==> config.mk <==
export PLATFORM = sky130hd
export DESIGN_NAME = exec_unit_pipe
export DESIGN_NICKNAME = d
export VERILOG_FILES = /design/src/rtl/exec_pkg.sv /design/src/rtl/exec_unit_pipe_div.sv /design/src/rtl/exec_unit_pipe.sv
export SDC_FILE = /design/constraint.sdc
export NUM_CORES = 2
export LEC_CHECK = 0
export CAP_MARGIN = 20
export CORE_UTILIZATION = 35
export CTS_BUF_LIST = sky130_fd_sc_hd__clkbuf_4
export DETAILED_ROUTE_END_ITERATION = 8
export PLACE_DENSITY = 0.55
export SETUP_SLACK_MARGIN = 0.2
export SLEW_MARGIN = 20
export SYNTH_ARGS = -nofsm -noshare
export SYNTH_HDL_FRONTEND = slang
export SYNTH_HIERARCHICAL = 1
export SYNTH_SLANG_ARGS = --single-unit
==> constraint.sdc <==
create_clock -name clk -period 32.8 [get_ports clk]
set_clock_uncertainty 0.15 [all_clocks]
set_input_delay 6.56 -clock clk [delete_from_list [all_inputs] [get_ports clk]]
set_output_delay 6.56 -clock clk [all_outputs]
set_load 0.02 [all_outputs]
==> src/rtl/exec_pkg.sv <==
// Shared op encoding and decode helpers for the
// registered integer/branch execution unit.
package exec_pkg;

  typedef enum logic [4:0] {
    OP_NOP  = 5'd0,
    OP_ADD  = 5'd1,
    OP_SUB  = 5'd2,
    OP_AND  = 5'd3,
    OP_OR   = 5'd4,
    OP_XOR  = 5'd5,
    OP_SLT  = 5'd6,
    OP_SLL  = 5'd7,
    OP_SRL  = 5'd8,
    OP_SRA  = 5'd9,
    OP_LUI  = 5'd10,
    OP_MUL  = 5'd11,
    OP_DIV  = 5'd12,
    OP_REM  = 5'd13,
    OP_BEQ  = 5'd14,
    OP_BNE  = 5'd15,
    OP_BLT  = 5'd16,
    OP_BLE  = 5'd17,
    OP_JR   = 5'd18,
    OP_JALR = 5'd19
  } op_e;

  typedef enum logic [1:0] {
    DV_IDLE = 2'd0,
    DV_ITER = 2'd1,
    DV_FIX  = 2'd2
  } div_state_e;

  function automatic logic is_branch(input op_e op);
    return op inside {[OP_BEQ:OP_JALR]};
  endfunction

  function automatic logic is_multicycle(input op_e op);
    return op inside {OP_MUL, OP_DIV, OP_REM};
  endfunction

endpackage

==> src/rtl/exec_unit_pipe_div.sv <==
// Signed restoring divider, one quotient bit per
// cycle on magnitudes, sign applied in the FIX state.
module exec_div_iter
  import exec_pkg::*;
#(
  parameter int XLEN = 32
) (
  input  logic            clk,
  input  logic            rst,
  input  logic            start,
  input  logic            cancel,
  input  logic [XLEN-1:0] a,
  input  logic [XLEN-1:0] b,
  output logic            done,
  output logic [XLEN-1:0] quot,
  output logic [XLEN-1:0] rem
);

  localparam int CW = $clog2(XLEN);

  div_state_e      state_q, state_d;
  logic [CW-1:0]   cnt_q, cnt_d;
  logic [XLEN-1:0] quo_q, quo_d;
  logic [XLEN-1:0] rem_q, rem_d;
  logic [XLEN-1:0] dvs_q, dvs_d;
  logic            qneg_q, qneg_d;
  logic            rneg_q, rneg_d;
  logic            dz_q, dz_d;
  logic [XLEN:0]   rem_sh, diff;

  always_comb begin
    state_d = state_q;
    cnt_d   = cnt_q;
    quo_d   = quo_q;
    rem_d   = rem_q;
    dvs_d   = dvs_q;
    qneg_d  = qneg_q;
    rneg_d  = rneg_q;
    dz_d    = dz_q;
    rem_sh  = {rem_q, quo_q[XLEN-1]};
    diff    = rem_sh - {1'b0, dvs_q};
    unique case (state_q)
      DV_IDLE: begin
        if (start) begin
          state_d = DV_ITER;
          cnt_d   = '0;
          rem_d   = '0;
          quo_d   = a[XLEN-1] ? -a : a;
          dvs_d   = b[XLEN-1] ? -b : b;
          qneg_d  = a[XLEN-1] ^ b[XLEN-1];
          rneg_d  = a[XLEN-1];
          dz_d    = (b == '0);
        end
      end
      DV_ITER: begin
        cnt_d = cnt_q + CW'(1);
        if (!diff[XLEN]) begin
          rem_d = diff[XLEN-1:0];
          quo_d = {quo_q[XLEN-2:0], 1'b1};
        end else begin
          rem_d = rem_sh[XLEN-1:0];
          quo_d = {quo_q[XLEN-2:0], 1'b0};
        end
        if (cnt_q == CW'(XLEN - 1)) state_d = DV_FIX;
      end
      DV_FIX:  state_d = DV_IDLE;
      default: state_d = DV_IDLE;
    endcase
    if (cancel) state_d = DV_IDLE;
  end

  always_ff @(posedge clk) begin
    if (rst) begin
      state_q <= DV_IDLE;
      cnt_q   <= '0;
      quo_q   <= '0;
      rem_q   <= '0;
      dvs_q   <= '0;
      qneg_q  <= 1'b0;
      rneg_q  <= 1'b0;
      dz_q    <= 1'b0;
    end else begin
      state_q <= state_d;
      cnt_q   <= cnt_d;
      quo_q   <= quo_d;
      rem_q   <= rem_d;
      dvs_q   <= dvs_d;
      qneg_q  <= qneg_d;
      rneg_q  <= rneg_d;
      dz_q    <= dz_d;
    end
  end

  // Divide by zero keeps the magnitude remainder, which
  // sign-fixes back to the dividend; only quot is forced.
  assign done = (state_q == DV_FIX);
  assign quot = dz_q ? '1 : (qneg_q ? -quo_q : quo_q);
  assign rem  = rneg_q ? -rem_q : rem_q;

endmodule

==> src/rtl/exec_unit_pipe.sv <==
// Registered integer/branch execution unit with a
// pipelined multiplier and iterative signed divider.
module exec_unit_pipe
  import exec_pkg::*;
#(
  parameter int XLEN       = 32,
  parameter int PC_W       = 14,
  parameter int TAG_W      = 6,
  parameter int LINK_TAG   = 31,
  parameter int MUL_STAGES = 3
) (
  input  logic             clk,
  input  logic             rst,
  input  logic             in_valid,
  output logic             in_ready,
  input  logic [4:0]       in_op,
  input  logic [PC_W-1:0]  in_pc,
  input  logic [PC_W-1:0]  in_pred_target,
  input  logic             in_pred_taken,
  input  logic [XLEN-1:0]  in_rs_val,
  input  logic [XLEN-1:0]  in_rt_val,
  input  logic [15:0]      in_imm,
  input  logic             in_use_imm,
  input  logic [TAG_W-1:0] in_dd,
  input  logic             flush,
  output logic             wb_valid,
  output logic [TAG_W-1:0] wb_tag,
  output logic [XLEN-1:0]  wb_val,
  output logic             br_valid,
  output logic             br_taken,
  output logic             br_mispredict,
  output logic [PC_W-1:0]  br_target,
  output logic [PC_W-1:0]  br_pc,
  output logic             busy
);

  localparam int SH_W = $clog2(XLEN);
  localparam int MP   = (MUL_STAGES > 1) ? MUL_STAGES - 1 : 1;

  op_e             op;
  logic            acc, acc_mul, acc_div, acc_mc;
  logic [XLEN-1:0] imm_x, op2, prod, alu_res;
  logic [SH_W-1:0] shamt;
  logic            lt, eq, cond, is_jmp, alu_wb;
  logic [PC_W-1:0] pc_inc, imm_pc, tgt;

  logic            mul_fire;
  logic [XLEN-1:0] mul_res;
  logic [TAG_W-1:0] mul_tag;

  logic            div_done;
  logic [XLEN-1:0] div_quot, div_rem;

  logic             wb_valid_q, wb_valid_d;
  logic [TAG_W-1:0] wb_tag_q, wb_tag_d;
  logic [XLEN-1:0]  wb_val_q, wb_val_d;
  logic             br_valid_q, br_valid_d;
  logic             br_taken_q, br_taken_d;
  logic             br_mis_q, br_mis_d;
  logic [PC_W-1:0]  br_tgt_q, br_tgt_d;
  logic [PC_W-1:0]  br_pc_q, br_pc_d;
  logic             busy_q, busy_d;
  logic [TAG_W-1:0] mc_tag_q, mc_tag_d;
  logic             div_rem_q, div_rem_d;
  logic             mv_q [MP];
  logic             mv_d [MP];
  logic [XLEN-1:0]  mp_q [MP];
  logic [XLEN-1:0]  mp_d [MP];

  assign op       = op_e'(in_op);
  assign in_ready = ~busy_q;
  assign acc      = in_valid & in_ready & ~flush;
  assign acc_mc   = acc & is_multicycle(op);
  assign acc_mul  = acc & (op == OP_MUL);
  assign acc_div  = acc & (op inside {OP_DIV, OP_REM});

  assign imm_x  = XLEN'($signed(in_imm));
  assign op2    = in_use_imm ? imm_x : in_rt_val;
  assign shamt  = op2[SH_W-1:0];
  assign prod   = in_rs_val * op2;
  assign lt     = $signed(in_rs_val) < $signed(op2);
  assign eq     = (in_rs_val == op2);
  assign pc_inc = in_pc + PC_W'(1);
  assign imm_pc = PC_W'($signed(in_imm));

  always_comb begin
    alu_res = '0;
    cond    = 1'b0;
    unique case (op)
      OP_ADD:  alu_res = in_rs_val + op2;
      OP_SUB:  alu_res = in_rs_val - op2;
      OP_AND:  alu_res = in_rs_val & op2;
      OP_OR:   alu_res = in_rs_val | op2;
      OP_XOR:  alu_res = in_rs_val ^ op2;
      OP_SLT:  alu_res = {{(XLEN-1){1'b0}}, lt};
      OP_SLL:  alu_res = in_rs_val << shamt;
      OP_SRL:  alu_res = in_rs_val >> shamt;
      OP_SRA:  alu_res = XLEN'($signed(in_rs_val) >>> shamt);
      OP_LUI:  alu_res = XLEN'({in_imm, 16'(in_rs_val)});
      OP_JALR: alu_res = XLEN'(pc_inc);
      OP_BEQ:  cond = eq;
      OP_BNE:  cond = ~eq;
      OP_BLT:  cond = lt;
      OP_BLE:  cond = lt | eq;
      default: ;
    endcase
  end

  assign alu_wb = op inside {[OP_ADD:OP_LUI], OP_JALR};
  assign is_jmp = op inside {OP_JR, OP_JALR};
  assign tgt    = is_jmp ? PC_W'(in_rs_val)
                         : (cond ? imm_pc : pc_inc);

  // A single-stage multiplier completes in its issue cycle.
  assign mul_fire = (MUL_STAGES == 1) ? acc_mul : mv_q[MP-1];
  assign mul_res  = (MUL_STAGES == 1) ? prod : mp_q[MP-1];
  assign mul_tag  = (MUL_STAGES == 1) ? in_dd : mc_tag_q;

  exec_div_iter #(
    .XLEN(XLEN)
  ) u_div (
    .clk    (clk),
    .rst    (rst),
    .start  (acc_div),
    .cancel (flush),
    .a      (in_rs_val),
    .b      (op2),
    .done   (div_done),
    .quot   (div_quot),
    .rem    (div_rem)
  );

  always_comb begin
    wb_valid_d = 1'b0;
    wb_tag_d   = wb_tag_q;
    wb_val_d   = wb_val_q;
    br_valid_d = 1'b0;
    br_taken_d = br_taken_q;
    br_mis_d   = br_mis_q;
    br_tgt_d   = br_tgt_q;
    br_pc_d    = br_pc_q;
    mc_tag_d   = mc_tag_q;
    div_rem_d  = div_rem_q;
    // While busy only the multi-cycle result can write back.
    busy_d     = busy_q & ~wb_valid_q;
    mv_d[0]    = acc_mul;
    mp_d[0]    = prod;
    for (int i = 1; i < MP; i++) begin
      mv_d[i] = mv_q[i-1];
      mp_d[i] = mp_q[i-1];
    end
    if (acc_mc) begin
      busy_d    = 1'b1;
      mc_tag_d  = in_dd;
      div_rem_d = (op == OP_REM);
    end
    if (flush) begin
      busy_d = 1'b0;
      for (int i = 0; i < MP; i++) mv_d[i] = 1'b0;
    end else if (mul_fire) begin
      wb_valid_d = 1'b1;
      wb_tag_d   = mul_tag;
      wb_val_d   = mul_res;
    end else if (div_done) begin
      wb_valid_d = 1'b1;
      wb_tag_d   = mc_tag_q;
      wb_val_d   = div_rem_q ? div_rem : div_quot;
    end else if (acc) begin
      if (alu_wb) begin
        wb_valid_d = 1'b1;
        wb_tag_d   = (op == OP_JALR) ? TAG_W'(LINK_TAG) : in_dd;
        wb_val_d   = alu_res;
      end
      if (is_branch(op)) begin
        br_valid_d = 1'b1;
        br_taken_d = is_jmp | cond;
        br_mis_d   = is_jmp ? (tgt != in_pred_target)
                            : (cond ^ in_pred_taken);
        br_tgt_d   = tgt;
        br_pc_d    = in_pc;
      end
    end
  end

  always_ff @(posedge clk) begin
    if (rst) begin
      wb_valid_q <= 1'b0;
      wb_tag_q   <= '0;
      wb_val_q   <= '0;
      br_valid_q <= 1'b0;
      br_taken_q <= 1'b0;
      br_mis_q   <= 1'b0;
      br_tgt_q   <= '0;
      br_pc_q    <= '0;
      busy_q     <= 1'b0;
      mc_tag_q   <= '0;
      div_rem_q  <= 1'b0;
      mv_q       <= '{default: 1'b0};
      mp_q       <= '{default: '0};
    end else begin
      wb_valid_q <= wb_valid_d;
      wb_tag_q   <= wb_tag_d;
      wb_val_q   <= wb_val_d;
      br_valid_q <= br_valid_d;
      br_taken_q <= br_taken_d;
      br_mis_q   <= br_mis_d;
      br_tgt_q   <= br_tgt_d;
      br_pc_q    <= br_pc_d;
      busy_q     <= busy_d;
      mc_tag_q   <= mc_tag_d;
      div_rem_q  <= div_rem_d;
      mv_q       <= mv_d;
      mp_q       <= mp_d;
    end
  end

  assign wb_valid      = wb_valid_q;
  assign wb_tag        = wb_tag_q;
  assign wb_val        = wb_val_q;
  assign br_valid      = br_valid_q;
  assign br_taken      = br_taken_q;
  assign br_mispredict = br_mis_q;
  assign br_target     = br_tgt_q;
  assign br_pc         = br_pc_q;
  assign busy          = busy_q;

endmodule

==> results.sh <==
export IMPL_synthesis_area_um2=39000
export IMPL_setup_viol=0
export IMPL_area_delta_synth_final_pct=11.8
export IMPL_yosys_area_top_type="fa_1"
export IMPL_drc_errors=0
export IMPL_clock_sinks=250
export IMPL_grt_remaining_overflow=0
export IMPL_post_cts_setup_buffers=0
export IMPL_hold_class="flop to flop"
export IMPL_synth_edf_count=0
export IMPL_clock_tree_root_cell="clkbuf_4"
export IMPL_start_util_pct=35.3
export IMPL_grt_max_degree=86
export IMPL_antenna_found_initial=10
export IMPL_rows=122
export IMPL_place_hpwl_um=143000
export IMPL_vias=39609
export IMPL_cts_resized=0
export IMPL_grt_usage_pct=33.2
export IMPL_cp_required_ns=33.43
export IMPL_synth_cells=4993
export IMPL_setup_tns_ns=0
export IMPL_yosysMostFrequentCell="nor2_1"
export IMPL_fill_cells=11700
export IMPL_period_minus_slack_ns=14.53
export IMPL_cts_made_buffers=77
export IMPL_final_layout_size_suffix_gt1_share_pct=7.19
export IMPL_mappedNetlistNets=5788
export IMPL_insertion_delay_ns=0.92
export IMPL_irDropWorstVdd_mv=0.386
export IMPL_cp_end_kind="flop"
export IMPL_wl_per_cell_um=28.5
export IMPL_gp_congestion=1.08
export IMPL_drv_slew=0
export IMPL_seq_area_um2=5010
export IMPL_max_freq_ghz=0.0688
export IMPL_synth_top_area_share_pct=21.1
export IMPL_cts_tree="built"
export IMPL_ys_seq_area_share_pct=12.8
export IMPL_power_mw=5.66
export IMPL_path_class="primary input to flop"
export IMPL_multi_input_area_um2=30700
export IMPL_rsz0062_at_grt="false"
export IMPL_wirelength_um=189000
export IMPL_die_area_um2=113000
export IMPL_yosys_register_bits=250
export IMPL_io_pins=197
export IMPL_grt_first_pass_wirelength_um=272000
export IMPL_ys_flop_type="dfxtp_1"
export IMPL_drtIter0Drc=5235
export IMPL_layout_nets=5858
export IMPL_die_y_um=336
export IMPL_outcome="finished, final reports clean"
export IMPL_drv_cap=0
export IMPL_worstMarginPinSlew_ns=1.25
export IMPL_synth_area_leaders="fa_1 21%, dfxtp_1 13%, ha_1 8.3%, nor2_1 6.0%, nand2_1 5.4%"
export IMPL_syn_area_per_cell_um2=7.80
export IMPL_fp_dieW_um=336
export IMPL_cp_max_fo=44
export IMPL_post_route_period_util_pct=44.3
export IMPL_hold_viol=0
export IMPL_dr_pass1_iters=7
export IMPL_netlist_top_cells_count="626 x nor2_1, 565 x nand2_1, 533 x inv_1, 411 x fa_1, 299 x a21oi_1"
export IMPL_numPortBuffers=196
export IMPL_drt_vias_per_instance=5.99
export IMPL_cts_clk_slew_worst_paths_ns=0.08
export IMPL_clock_path_buffers=3
export IMPL_p_per_area_nw_per_um2=130
export IMPL_postSynth_asyncResetShare_pct=0
export IMPL_hold_buffers=0
export IMPL_first_global_vias=38478
export IMPL_coreArea_um2=111000
export IMPL_final_antenna_net_count=0
export IMPL_leakagePower_nw=18.7
export IMPL_critPathArrivalTime_ns=15.16
export IMPL_synth_distinct_cells=99
export IMPL_cts_max_level=3
export IMPL_synth_warning_count=6
export IMPL_critPathLaunchType="primary input"
export IMPL_postLayoutCoreUtil_pct=39.4
export IMPL_slew_limit_headroom_pct=14.3
## area by class of cell
class	instances	share of cell area, %
sequential	250	11.5
clock buffer	111	1.91
inverter	556	4.80
timing repair buffer	309	6.43
clock inverter	21	0.442
tap	1488	4.27
antenna	11	0.0632
multi-input combinational	3869	70.6
## registers in the layout (all words and copies together) (netlist names), 6 cells and up
name,count
br_pc,14
br_target,14
mc_tag_q,6
mp_d,32
mul_res,32
u_div/dvs_q,32
u_div/quo_q,32
u_div/rem_q,32
wb_tag,6
wb_val,32
## critical path: stages
cell and delay, ns:
buf_2 0.70, mux2i_4 0.66, buf_4 0.60, nor2_1 0.11, fa_1 0.52, inv_1 0.06
fa_1 0.39, fa_1 0.49, fa_1 0.55, inv_1 0.05, fa_1 0.52, inv_1 0.07
fa_1 0.55, fa_1 0.42, fa_1 0.49, inv_1 0.04, ha_1 0.34, o21a_1 0.13
o21ai_0 0.26, o21bai_1 0.16, nand3b_1 0.08, or2_2 0.35, a21oi_1 0.26, a21oi_1 0.17
a221oi_1 0.33, xnor2_1 0.16, nor2_1 0.05
## kinds of logic after synthesis
family / count (synthesis) / share of synthesized area [%]
adders and majority gates: 670 / 29.4
AOI/OAI and AO/OA: 1145 / 19.3
muxes: 182 / 5.83
buffers and inverters: 874 / 8.56
xor gates and xnor gates: 248 / 5.61
and+or+nand+nor: 1624 / 18.4
DFF: 250 / 12.8
## per-layer routing
layer | track usage (%) | vias to the layer above | part of all wire, %
met5 | 0 | - | 0
li1 | - | 17114 | -
met4 | 15.8 | 0 | 5.1
met1 | 44.8 | 19589 | 41
met3 | 10.3 | 461 | 12
met2 | 47.6 | 2445 | 41
## power by group
group,switching [mW],internal [mW]
Combinational,2.83,2.09
Sequential,0.0282,0.370
Clock,0.162,0.186
## cell usage in the layout, fill, tap and decap left out, types with 16 or more instances in the layout
master	instances
ha_1	259
nand2b_1	30
a221oi_1	32
clkdlybuf4s50_1	192
o21a_1	20
xnor2_1	163
o21ai_0	241
a2111oi_0	16
buf_4	112
o211ai_1	67
a22oi_1	46
a21oi_1	299
o41ai_1	24
and3_1	31
a21o_1	50
xor2_1	83
dfxtp_1	249
or3_1	29
a211oi_1	73
nand4_1	19
inv_1	531
o221ai_1	17
nand2_1	565
mux2i_1	129
nand3_1	66
nor2_1	622
nor4_1	18
mux4_2	33
o21bai_1	26
clkbuf_4	111
o31ai_1	47
nor3_1	87
nor2b_1	62
clkinv_1	30
o22ai_1	24
fa_1	411
a31oi_1	32
## metrics by stage
step	setup slack, ns	hold WS [ns]	area (µm²)	instances
after floorplan	17.65	0.264	39000	4993
after global placement	17.45	0.270	42500	6471
after detailed placement	17.47	0.275	42500	6472
after CTS	18.42	0.280	43500	6604
after global routing	17.88	0.297	43500	6607
final	18.27	0.273	43600	6615
## path summary, 6_finish.rpt
| check | from | end | slack (ns) | cells after the start |
|---|---|---|---|---|
| worst max-delay path | in_use_imm | mp_d[31] | 18.27 | 27 |
| worst min-delay path | mp_d[3] | mul_res[3] | 0.27 | 1 |
| worst max register to register | u_div/rem_q[0] | wb_val[28] | 27.05 | 18 |
| worst min register to register | mp_d[3] | mul_res[3] | 0.27 | 1 |
Note: power is estimated with default switching activity, not from simulation.
